<file path="src/rtl/i2c_slave_regfile.sv">
// Byte-wide I2C register file slave for the on-chip frontend bus: a pointer byte
// selects a register, later bytes write or read successive registers with wrap.
module i2c_slave_regfile #(
  parameter logic [6:0] I2C_ADDRESS   = 7'h00,
  parameter int         PTR_BITS      = 3,
  parameter logic [7:0] DEFAULT_VALUE = 8'h00
) (
  input  logic                            clk,
  input  logic                            reset,
  output logic [1:0]                      i2c_interface_tx,
  input  logic [20:0]                     i2c_interface_rx,
  output logic [8*(2**PTR_BITS)-1:0]      reg_out,
  output logic                            write_strobe,
  output logic [PTR_BITS-1:0]             write_index
);

  localparam int NUM_REGS = 2**PTR_BITS;
  localparam logic [PTR_BITS-1:0] PTR_ONE = PTR_BITS'(1);

  typedef enum logic [1:0] {
    ST_IDLE,
    ST_EXPECT_PTR,
    ST_WRITE_DATA,
    ST_READ_DATA
  } state_t;

  logic       rx_stop;
  logic       rx_content;
  logic       content_strobe;
  logic [8:0] bit_count;
  logic [6:0] pkt_address;
  logic       pkt_read_wr;
  logic       pkt_addressed;

  assign {rx_stop, rx_content, content_strobe, bit_count,
          pkt_address, pkt_read_wr, pkt_addressed} = i2c_interface_rx;

  state_t              state_q, state_d;
  logic [PTR_BITS-1:0] ptr_q, ptr_d;
  logic [7:0]          shift_q, shift_d;
  logic [7:0]          regs_q [NUM_REGS];
  logic [7:0]          regs_d [NUM_REGS];
  logic                write_strobe_q, write_strobe_d;
  logic [PTR_BITS-1:0] write_index_q, write_index_d;
  logic                dev_addr_prev_q, dev_addr_prev_d;

  logic       dev_addressed;
  logic       addr_rise;
  logic       byte_done;
  logic [7:0] new_byte;
  logic       writing;
  logic       reading;
  logic [7:0] rd_byte;
  logic [2:0] bit_sel;
  logic       tx_content;
  logic       ack;

  always_comb begin
    dev_addressed   = pkt_addressed && (pkt_address == I2C_ADDRESS);
    addr_rise       = dev_addressed && !dev_addr_prev_q;
    byte_done       = content_strobe && (bit_count[2:0] == 3'd7);
    new_byte        = {shift_q[6:0], rx_content};
    dev_addr_prev_d = dev_addressed;

    state_d        = state_q;
    ptr_d          = ptr_q;
    shift_d        = shift_q;
    regs_d         = regs_q;
    write_strobe_d = 1'b0;
    write_index_d  = write_index_q;

    // Leaving the bus (stop, repeated start, other device) drops any partial byte.
    if (!dev_addressed || rx_stop) begin
      state_d = ST_IDLE;
      shift_d = '0;
    end else if (addr_rise) begin
      state_d = pkt_read_wr ? ST_READ_DATA : ST_EXPECT_PTR;
      shift_d = '0;
    end else begin
      unique case (state_q)
        ST_EXPECT_PTR: begin
          if (content_strobe) shift_d = new_byte;
          if (byte_done) begin
            ptr_d   = new_byte[PTR_BITS-1:0];
            state_d = ST_WRITE_DATA;
          end
        end
        ST_WRITE_DATA: begin
          if (content_strobe) shift_d = new_byte;
          if (byte_done) begin
            regs_d[ptr_q]  = new_byte;
            write_strobe_d = 1'b1;
            write_index_d  = ptr_q;
            ptr_d          = ptr_q + PTR_ONE;
          end
        end
        ST_READ_DATA: begin
          if (byte_done) ptr_d = ptr_q + PTR_ONE;
        end
        default: ;
      endcase
    end
  end

  // Outputs are gated by the transfer state so bits after a mid-transfer reset are ignored.
  always_comb begin
    writing    = dev_addressed && !pkt_read_wr &&
                 ((state_q == ST_EXPECT_PTR) || (state_q == ST_WRITE_DATA));
    reading    = dev_addressed && pkt_read_wr && (state_q == ST_READ_DATA);
    rd_byte    = regs_q[ptr_q];
    bit_sel    = 3'd7 - bit_count[2:0];
    tx_content = reading ? rd_byte[bit_sel] : 1'b1;
    ack        = writing || (reading && (bit_count == 9'd7));
  end

  always_ff @(posedge clk or posedge reset) begin
    if (reset) begin
      state_q         <= ST_IDLE;
      ptr_q           <= '0;
      shift_q         <= '0;
      regs_q          <= '{default: DEFAULT_VALUE};
      write_strobe_q  <= 1'b0;
      write_index_q   <= '0;
      // Held high so an address phase already in progress is not seen as a new one.
      dev_addr_prev_q <= 1'b1;
    end else begin
      state_q         <= state_d;
      ptr_q           <= ptr_d;
      shift_q         <= shift_d;
      regs_q          <= regs_d;
      write_strobe_q  <= write_strobe_d;
      write_index_q   <= write_index_d;
      dev_addr_prev_q <= dev_addr_prev_d;
    end
  end

  for (genvar n = 0; n < NUM_REGS; n++) begin : g_out
    assign reg_out[8*n +: 8] = regs_q[n];
  end

  assign i2c_interface_tx = {tx_content, ack};
  assign write_strobe     = write_strobe_q;
  assign write_index      = write_index_q;

endmodule
</file>
<file path="config.mk">
export PLATFORM = sky130hd
export DESIGN_NAME = i2c_slave_regfile
export DESIGN_NICKNAME = d
export VERILOG_FILES = /design/src/rtl/i2c_slave_regfile.sv
export SDC_FILE = /design/constraint.sdc
export NUM_CORES = 1
export LEC_CHECK = 0
export ABC_AREA = 0
export CORE_UTILIZATION = 50
export CTS_BUF_LIST = sky130_fd_sc_hd__clkbuf_16
export DETAILED_ROUTE_END_ITERATION = 10
export GPL_ROUTABILITY_DRIVEN = 0
export GPL_TIMING_DRIVEN = 0
export PLACE_DENSITY = 0.82
export SLEW_MARGIN = 25
export SYNTH_ARGS = -nofsm -noshare
export SYNTH_HDL_FRONTEND = slang
export SYNTH_SLANG_ARGS = --single-unit
</file>
<file path="constraint.sdc">
create_clock -name clk -period 3.1 [get_ports clk]
set_clock_uncertainty 0.2 [all_clocks]
set_input_delay 0.62 -clock clk [delete_from_list [all_inputs] [get_ports clk]]
set_output_delay 0.62 -clock clk [all_outputs]
set_load 0.02 [all_outputs]
</file>
# Yosys cells after proc, flatten, opt, wreduce, memory -nomap -nowiden
# Index checks and enable logic that the tools add are counted.
# W data, S select, Z words.
[op_classes]
addsub = 2
order_cmp = 3
eq_ne = 7
muxes = 25
bitwise_logic = 3
reduce_logical = 27
[op_table]
columns = ["operator", "count"]
rows = [
  ["$bwmux W64", 1],
  ["$mux W7", 4],
  ["$bmux W8 S3", 1],
  ["$demux W8 S3", 1],
  ["$mux W8", 3],
  ["$reduce_bool A3 Y1", 4],
  ["$mux W2", 5],
  ["$eq A9 B3 Y1 const B", 1],
  ["$logic_and A1 B1 Y1", 9],
  ["$logic_not A7 Y1", 1],
  ["$mux W1", 6],
  ["$mux W3", 2],
  ["$pmux W3 S2", 1],
  ["$reduce_and A5 Y1", 1],
  ["$eq A2 B2 Y1 const B", 2],
  ["$ge A4 B4 Y1 const B", 1],
  ["$lt A3 B4 Y1 const B", 1],
  ["$lt A4 B1 Y1 const B", 1],
  ["$not A3 Y4", 1],
  ["$reduce_and A2 Y1", 2],
  ["$reduce_and A4 Y1", 1],
  ["$reduce_or A2 Y1", 2],
  ["$add A3 B1 Y3 const B", 1],
  ["$bmux W1 S3", 1],
  ["other kinds (9)", 14],
]
[word_totals]
register_bits = 81
out_inout_bits = 70

# Longest topological paths before layout
[logic_depth]
word_depth = 7
mapped_depth = 8
ltp_nobuf = 7

# Worst setup path after synthesis
# Ideal clock, no wire load.
[synth_timing]
path_type = "input-to-output"
from = "input port i2c_interface_rx[10]"
to = "output port i2c_interface_tx[1]"
t_arrival_ns = 2.012
t_required_ns = 2.280
setup_slack_ns = 0.268
path_stages = 7
n_path_buf = 2
cell_sequence = "clkbuf_1 -> mux4_2 -> a22oi_1 -> nand4_1 -> nand4_1 -> nand3_1 -> buf_4"
[synth_via]
elab_chain_len = 4
[synth_lines]
columns = ["item", "line", "text"]
rows = [
  ["from (decl)", "11", "input logic [20:0] i2c_interface_rx,"],
  ["$sub A3 B3 Y3", "111", "bit_sel = 3'd7 - bit_count[2:0];"],
  ["$bmux W1 S3", "112", "tx_content = reading ? rd_byte[bit_sel] : 1'b1;"],
  ["$mux W1 (not written as such)", "112", ""],
  ["$mux W1", "112", ""],
  ["to (decl)", "10", "output logic [1:0] i2c_interface_tx,"],
]
# Every way passes these cells. The select of a mux whose other input is x is not followed.

# Worst setup path after layout
[layout_timing]
from = "register ptr_q[2]"
to = "output port i2c_interface_tx[1]"
[layout_via]
elab_chain_len = 7
[layout_lines]
columns = ["item", "line", "text"]
rows = [
  ["from (decl)", "39", "logic [PTR_BITS-1:0] ptr_q, ptr_d;"],
  ["from (signal assigned)", "128", "ptr_q <= ptr_d;"],
  ["$not A3 Y4 (not written as such)", "110", "rd_byte = regs_q[ptr_q];"],
  ["$bmux W8 S3", "110", ""],
  ["$mux W8 (not written as such) (2 in series)", "110", ""],
  ["$bmux W1 S3", "112", ""],
  ["$mux W1 (not written as such)", "112", ""],
  ["$mux W1", "112", ""],
]
# Every way passes these cells. The select of a mux whose other input is x is not followed.

==> flow_summary.json <==
{
  "multiInputGateArea_um2": 1867,
  "crit_path_end_kind": "output pin",
  "rr_startpoint": "state_q[0]",
  "dieArea_um2": 8252,
  "seq_area_um2": 2029,
  "vias_per_cell": 5.948,
  "clock_latency_ns": 0.33,
  "wl_um": 10860,
  "hold_viol": 0,
  "drc": 0,
  "rsz0062_at_grt": "yes",
  "die_w_um": 90.84,
  "period_needed_ns": 3.174,
  "synth_cells": 291,
  "dp_cells": 484,
  "violations": "negative setup slack",
  "synth_nets": 319,
  "cts_sinks": 81,
  "grt_usage_pct": 26.65,
  "drive_above_1_share_pct": 35.11,
  "fmax_mhz": 315.1,
  "synth.most_common_cell": "dfrtp_1",
  "fin_cells": 515,
  "clk_path_buf_depth": 2,
  "path_clk_slew_ns": 0.06,
  "maxCapViolCount": 0,
  "drv_slew": 0,
  "cts_tree": "done",
  "grt_pass1_vias": 3018,
  "synthFlopType": "dfrtp_1",
  "die_h_um": 90.84,
  "numPortBuffers": 90,
  "syn_to_final_growth_pct": 40.04,
  "fin_crit_sh_pct": 102.4,
  "hold_end": "write_index[0]",
  "yosysWarnings": 0,
  "fin_setup_tns_ns": -0.07373,
  "ys_seq_area_share_pct": 51.40,
  "p_leak_nw": 2.463,
  "synth.distinct_cells": 39,
  "crit_type": "reg2out",
  "cp_max_fo": 10,
  "yosys.area.top_type_share_pct": 50.73,
  "vias": 3063,
  "start_util_pct": 51.33,
  "fillers": 505,
  "fp-row-count": 32,
  "total_power_mw": 2.125,
  "layout_setup_ws_ns": -0.07373,
  "wl_per_cell_um": 21.08,
  "crit_arrival_ns": 2.35,
  "hp-start": "write_index[0]",
  "hpwl_um": 7007,
  "antennaDiodeCount": 0,
  "hold_path_class": "reg2reg",
  "synth_top_area_cell": "dfrtp_1",
  "ys_top_cells_by_count": "dfrtp_1 (80), mux2_2 (64), nand2_1 (25)",
  "synthArstFlopShare_pct": 100.0,
  "min_path_cells": 2,
  "overflow": 0,
  "worst_ep_required_time_ns": 2.28,
  "ys_seq_elements": 81,
  "first_pass_iters": 5,
  "slew_headroom_pct": 58.69,
  "ios": 93,
  "synthesis.area_um2": 3946,
  "syn_area_per_cell_um2": 13.56,
  "reg2reg_depth": 8,
  "ir_worst_vdd_uv": 280.6,
  "setup_viol": 1,
  "core-area_um2": 7687,
  "outcome": "finished, violations left",
  "reg2reg_to": "reg_out[6]",
  "fin_util_pct": 71.89,
  "worstMarginPinSlew_ns": 0.6149,
  "start_kind": "register",
  "pre_cts_slack_ns": -1.145,
  "p_per_area_nw_per_um2": 384.5,
  "drtIter0Drc": 290,
  "fin_nets": 436,
  "rrSetupSlack_ns": 0.69,
  "synth_edf_count": 0,
  "antenna_found_initial": 0,
  "grt_start_max_net_pins": 45,
  "cts_buffers": 9,
  "antenna_left": 0,
  "clockRootBuffer": "clkbuf_16",
  "htreeDepth": 3,
  "grt_pass1_wl_um": 16510,
  "synth_area_leaders": "dfrtp_1 (51%), mux2_2 (18%), mux4_2 (8.6%), mux2i_1 (2.8%), nand2_1 (2.4%)"
}
-- registers in the layout, summed over array words and instances (netlist names) --
name             flops
write_index          3
ptr_q                3
reg_out             64
state_q              2
write_strobe         1
shift_q              7
dev_addr_prev_q      1
-- how the worst max path moves through the flow --
stage | from | end | slack [ns] | cells past startpoint
3_3_place_gp | i2c_interface_rx[10] | i2c_interface_tx[1] | -1.12 | 9
3_5_place_dp | i2c_interface_rx[10] | i2c_interface_tx[1] | -1.14 | 9
6_report | ptr_q[2] | i2c_interface_tx[1] | -0.07 | 7
2_1_floorplan | reset | ptr_q[0] | 0.20 | 1
5_1_grt | ptr_q[0] | i2c_interface_tx[1] | -0.08 | 7
4_1_cts | ptr_q[0] | i2c_interface_tx[1] | -0.08 | 7
-- power by group --
group | switching (mW) | internal, mW | total (mW)
clock network | 0.443 | 0.548 | 0.991
logic | 0.0433 | 0.0335 | 0.0768
registers | 0.000116 | 1.06 | 1.06
-- timing repair --
action / CTS / global route
gates resized for setup: 35 / 12
setup endpoints to repair: 34 / 55
hold buffers: 0 / 0
pin swaps: 5 / 9
setup buffers: 9 / 7
-- cell type report --
| type | instances | area share (%) |
|---|---|---|
| clock buffers | 9 | 4.075 |
| plain buffers | 19 | 2.626 |
| multi-input cells | 186 | 33.78 |
| flip-flops and latches | 81 | 36.72 |
| well taps | 102 | 2.309 |
| repair buffers | 107 | 19.20 |
| inverters | 4 | 0.3170 |
| clock inverters | 7 | 0.9735 |
-- worst max-delay path, stage by stage (launching register included) --
cell	delay, ns
dfrtp_1	0.37
buf_6	0.21
mux4_2	0.55
mux2i_2	0.23
mux2i_1	0.12
o211ai_1	0.21
nand3_1	0.17
buf_6	0.17
-- per-layer routing --
metal  track usage (%)  vias to the layer above  wire length (µm)
li1                  -                     1305                 -
met1             34.31                     1552              4320
met2             43.81                      185              5353
met3             6.566                       21               968
met4             9.788                        0               212
met5                 0                        -                 0
-- kinds of logic (layout without fill, tap and decap cells) --
kind of cell	after synthesis	in the layout	synth area share (%)
AO/OA/AOI/OAI	16	16	2.378
buffers and inverters	24	146	2.758
multiplexers	92	92	30.18
flip-flops	81	81	51.40
AND/OR/NAND/NOR	73	73	11.70
adder cells (fa/ha/maj)	5	5	1.585
-- stage by stage --
stage	cell area (µm²)	hold WS [ns]
5_1_grt	5527	0.2966
6_report	5527	0.2697
2_1_floorplan	3946	0.3145
3_3_place_gp	4975	0.2550
4_1_cts	5424	0.2770
3_5_place_dp	4997	0.2634
-- cell usage in the layout, fill, tap and decap left out, types with 3 or more instances in the layout --
master | netlist | final
buf_4 | 3 | 19
dfrtp_1 | 80 | 79
dlymetal6s2s_1 | 0 | 4
nand3_1 | 14 | 11
buf_12 | 0 | 3
clkbuf_1 | 5 | 3
mux2_2 | 64 | 64
nand2_1 | 25 | 25
buf_6 | 0 | 4
nor2_1 | 7 | 6
inv_1 | 4 | 3
a21oi_1 | 10 | 10
clkdlybuf4s50_1 | 0 | 83
nor3_1 | 3 | 3
ha_1 | 5 | 4
mux2i_1 | 11 | 10
clkbuf_16 | 0 | 9
nand3_2 | 0 | 3
nand4_1 | 4 | 4
buf_1 | 6 | 5
mux4_2 | 15 | 15
Note: power is estimated with default switching activity, not from simulation.
==> RTL change (same flow settings) <==
The output `write_strobe` loses its register stage (`write_strobe_q` becomes a continuous assignment).
--- a/src/rtl/i2c_slave_regfile.sv
+++ b/src/rtl/i2c_slave_regfile.sv
@@ -121,3 +121,2 @@
       regs_q          <= '{default: DEFAULT_VALUE};
-      write_strobe_q  <= 1'b0;
       write_index_q   <= '0;
@@ -130,3 +129,2 @@
       regs_q          <= regs_d;
-      write_strobe_q  <= write_strobe_d;
       write_index_q   <= write_index_d;
@@ -135,2 +133,4 @@
   end
+
+  assign write_strobe_q = write_strobe_d;
 
Function: changed (Yosys sat finds a counterexample within 4 cycles, from zero or initial values and one cycle with reset high).
==> RTL change against the original RTL <==
The run still ends with setup timing left; first-iteration DRC count down 22%; fmax down 1.1%; sequential cell count down 1; setup slack worse by 0.036 ns; sequential share of layout area down 0.44 points; design area about the same; final cell count down 1.2%; non-clock buffer count down 1; global-route usage up 0.31 points; routed wire length about the same; area after synthesis down 0.63%; power up 8.9%; worst hold slack better by 0.0014 ns; combinational power up 0.8%; critical endpoint unchanged.
==> RTL change: results <==
status:
  status: "complete, but fails checks"
  failed_checks: "setup timing"
sta:
  setup_slack_ns: -0.110
  whs_ns: 0.271
  tns_ns: -0.110
  setup_violations: 1
  worstMarginPinSlew_ns: 0.645
finish:
  fin_nets: 434
  fillers: 455
  num-nonclk-buffers: 125
  clock_area_share_pct: 6.02
  final-nonclk-buf-share_pct: 22.0
  seq_area_um2: 2000
  drive_gt1_share_pct: 33.4
  multi_input_area_um2: 1830
synthesis:
  synthMuxAreaShare_pct: 30.4
  synth_fa_ha_area_share_pct: 1.60
  synth-seq-area-share_pct: 51.1
  avgSynthCellArea_um2: 13.5
  synth.area.top_cells: "dfrtp_1 50%, mux2_2 18%, mux4_2 8.6%"
  synth_common_cells: "79 x dfrtp_1, 64 x mux2_2, 25 x nand2_1"
  synth_compound_area_share_pct: 2.39
  synth_fp_nets: 318
global_route:
  grt_pass1_vias: 3050
  grtUsageMet2_pct: 43.1
  grt_pass1_wl_um: 16500
  grt_util_met3_pct: 6.73
  gr-usage-all-layers_pct: 27.0
  grt_max_degree: 42
  antenna_found_initial: 0
critical_path:
  critPathMaxFanout: 5
  arrival_ns: 2.39
  crit_start: "i2c_interface_rx[10]"
  r2r_cells: 6
  worst_r2r_endpoint: "reg_out[48]"
  rrSetupSlack_ns: 0.52
power_and_ir_drop:
  p_sw_share_pct: 19.6
  ir_drop_uv: 316
  p_leak_nw: 2.47
placed_design:
  hpwl_um: 6810
  place_ws_ns: -1.14
  place_inst: 480
  place_area_um2: 4970
route:
  met1_length_um: 4390
  viasPerCell: 5.92
  wl_met2_um: 5240
  dr_total_vias: 3014
  drtIter0Drc: 227
clock_tree:
  cts_hold_buf: 0
  numCtsBuffers: 9
min_path:
  hold_end: "write_index[0]"
die:
  die_area_um2: 8200
-- RTL change: cell types whose count changed after synthesis --
cell,before,now
dfrtp_1,80,79
-- RTL change: critical path, stage by stage --
cell	delay, ns
dlygate4sd2_1	0.25
clkbuf_8	0.18
mux4_2	0.52
a22oi_1	0.16
nand4_1	0.16
nand4_1	0.14
nand3_1	0.09
buf_4	0.15
buf_6	0.12
-- RTL change: power by group through the flow --
stage                     Combinational [mW]  Clock, mW  Sequential (mW)
after floorplan                       0.0290          0             1.06
after global placement                0.0697          0             1.06
after detailed placement              0.0741          0             1.06
after CTS                             0.0783       1.20             1.04
after global routing                  0.0844       1.25             1.04
final                                 0.0774       1.19             1.04
-- RTL change: what timing repair did --
| item | in CTS | in global routing |
|---|---|---|
| pin swaps | 4 | 12 |
| setup buffers | 8 | 6 |
| gates resized for setup | 27 | 18 |
| endpoints found under the setup margin | 34 | 48 |
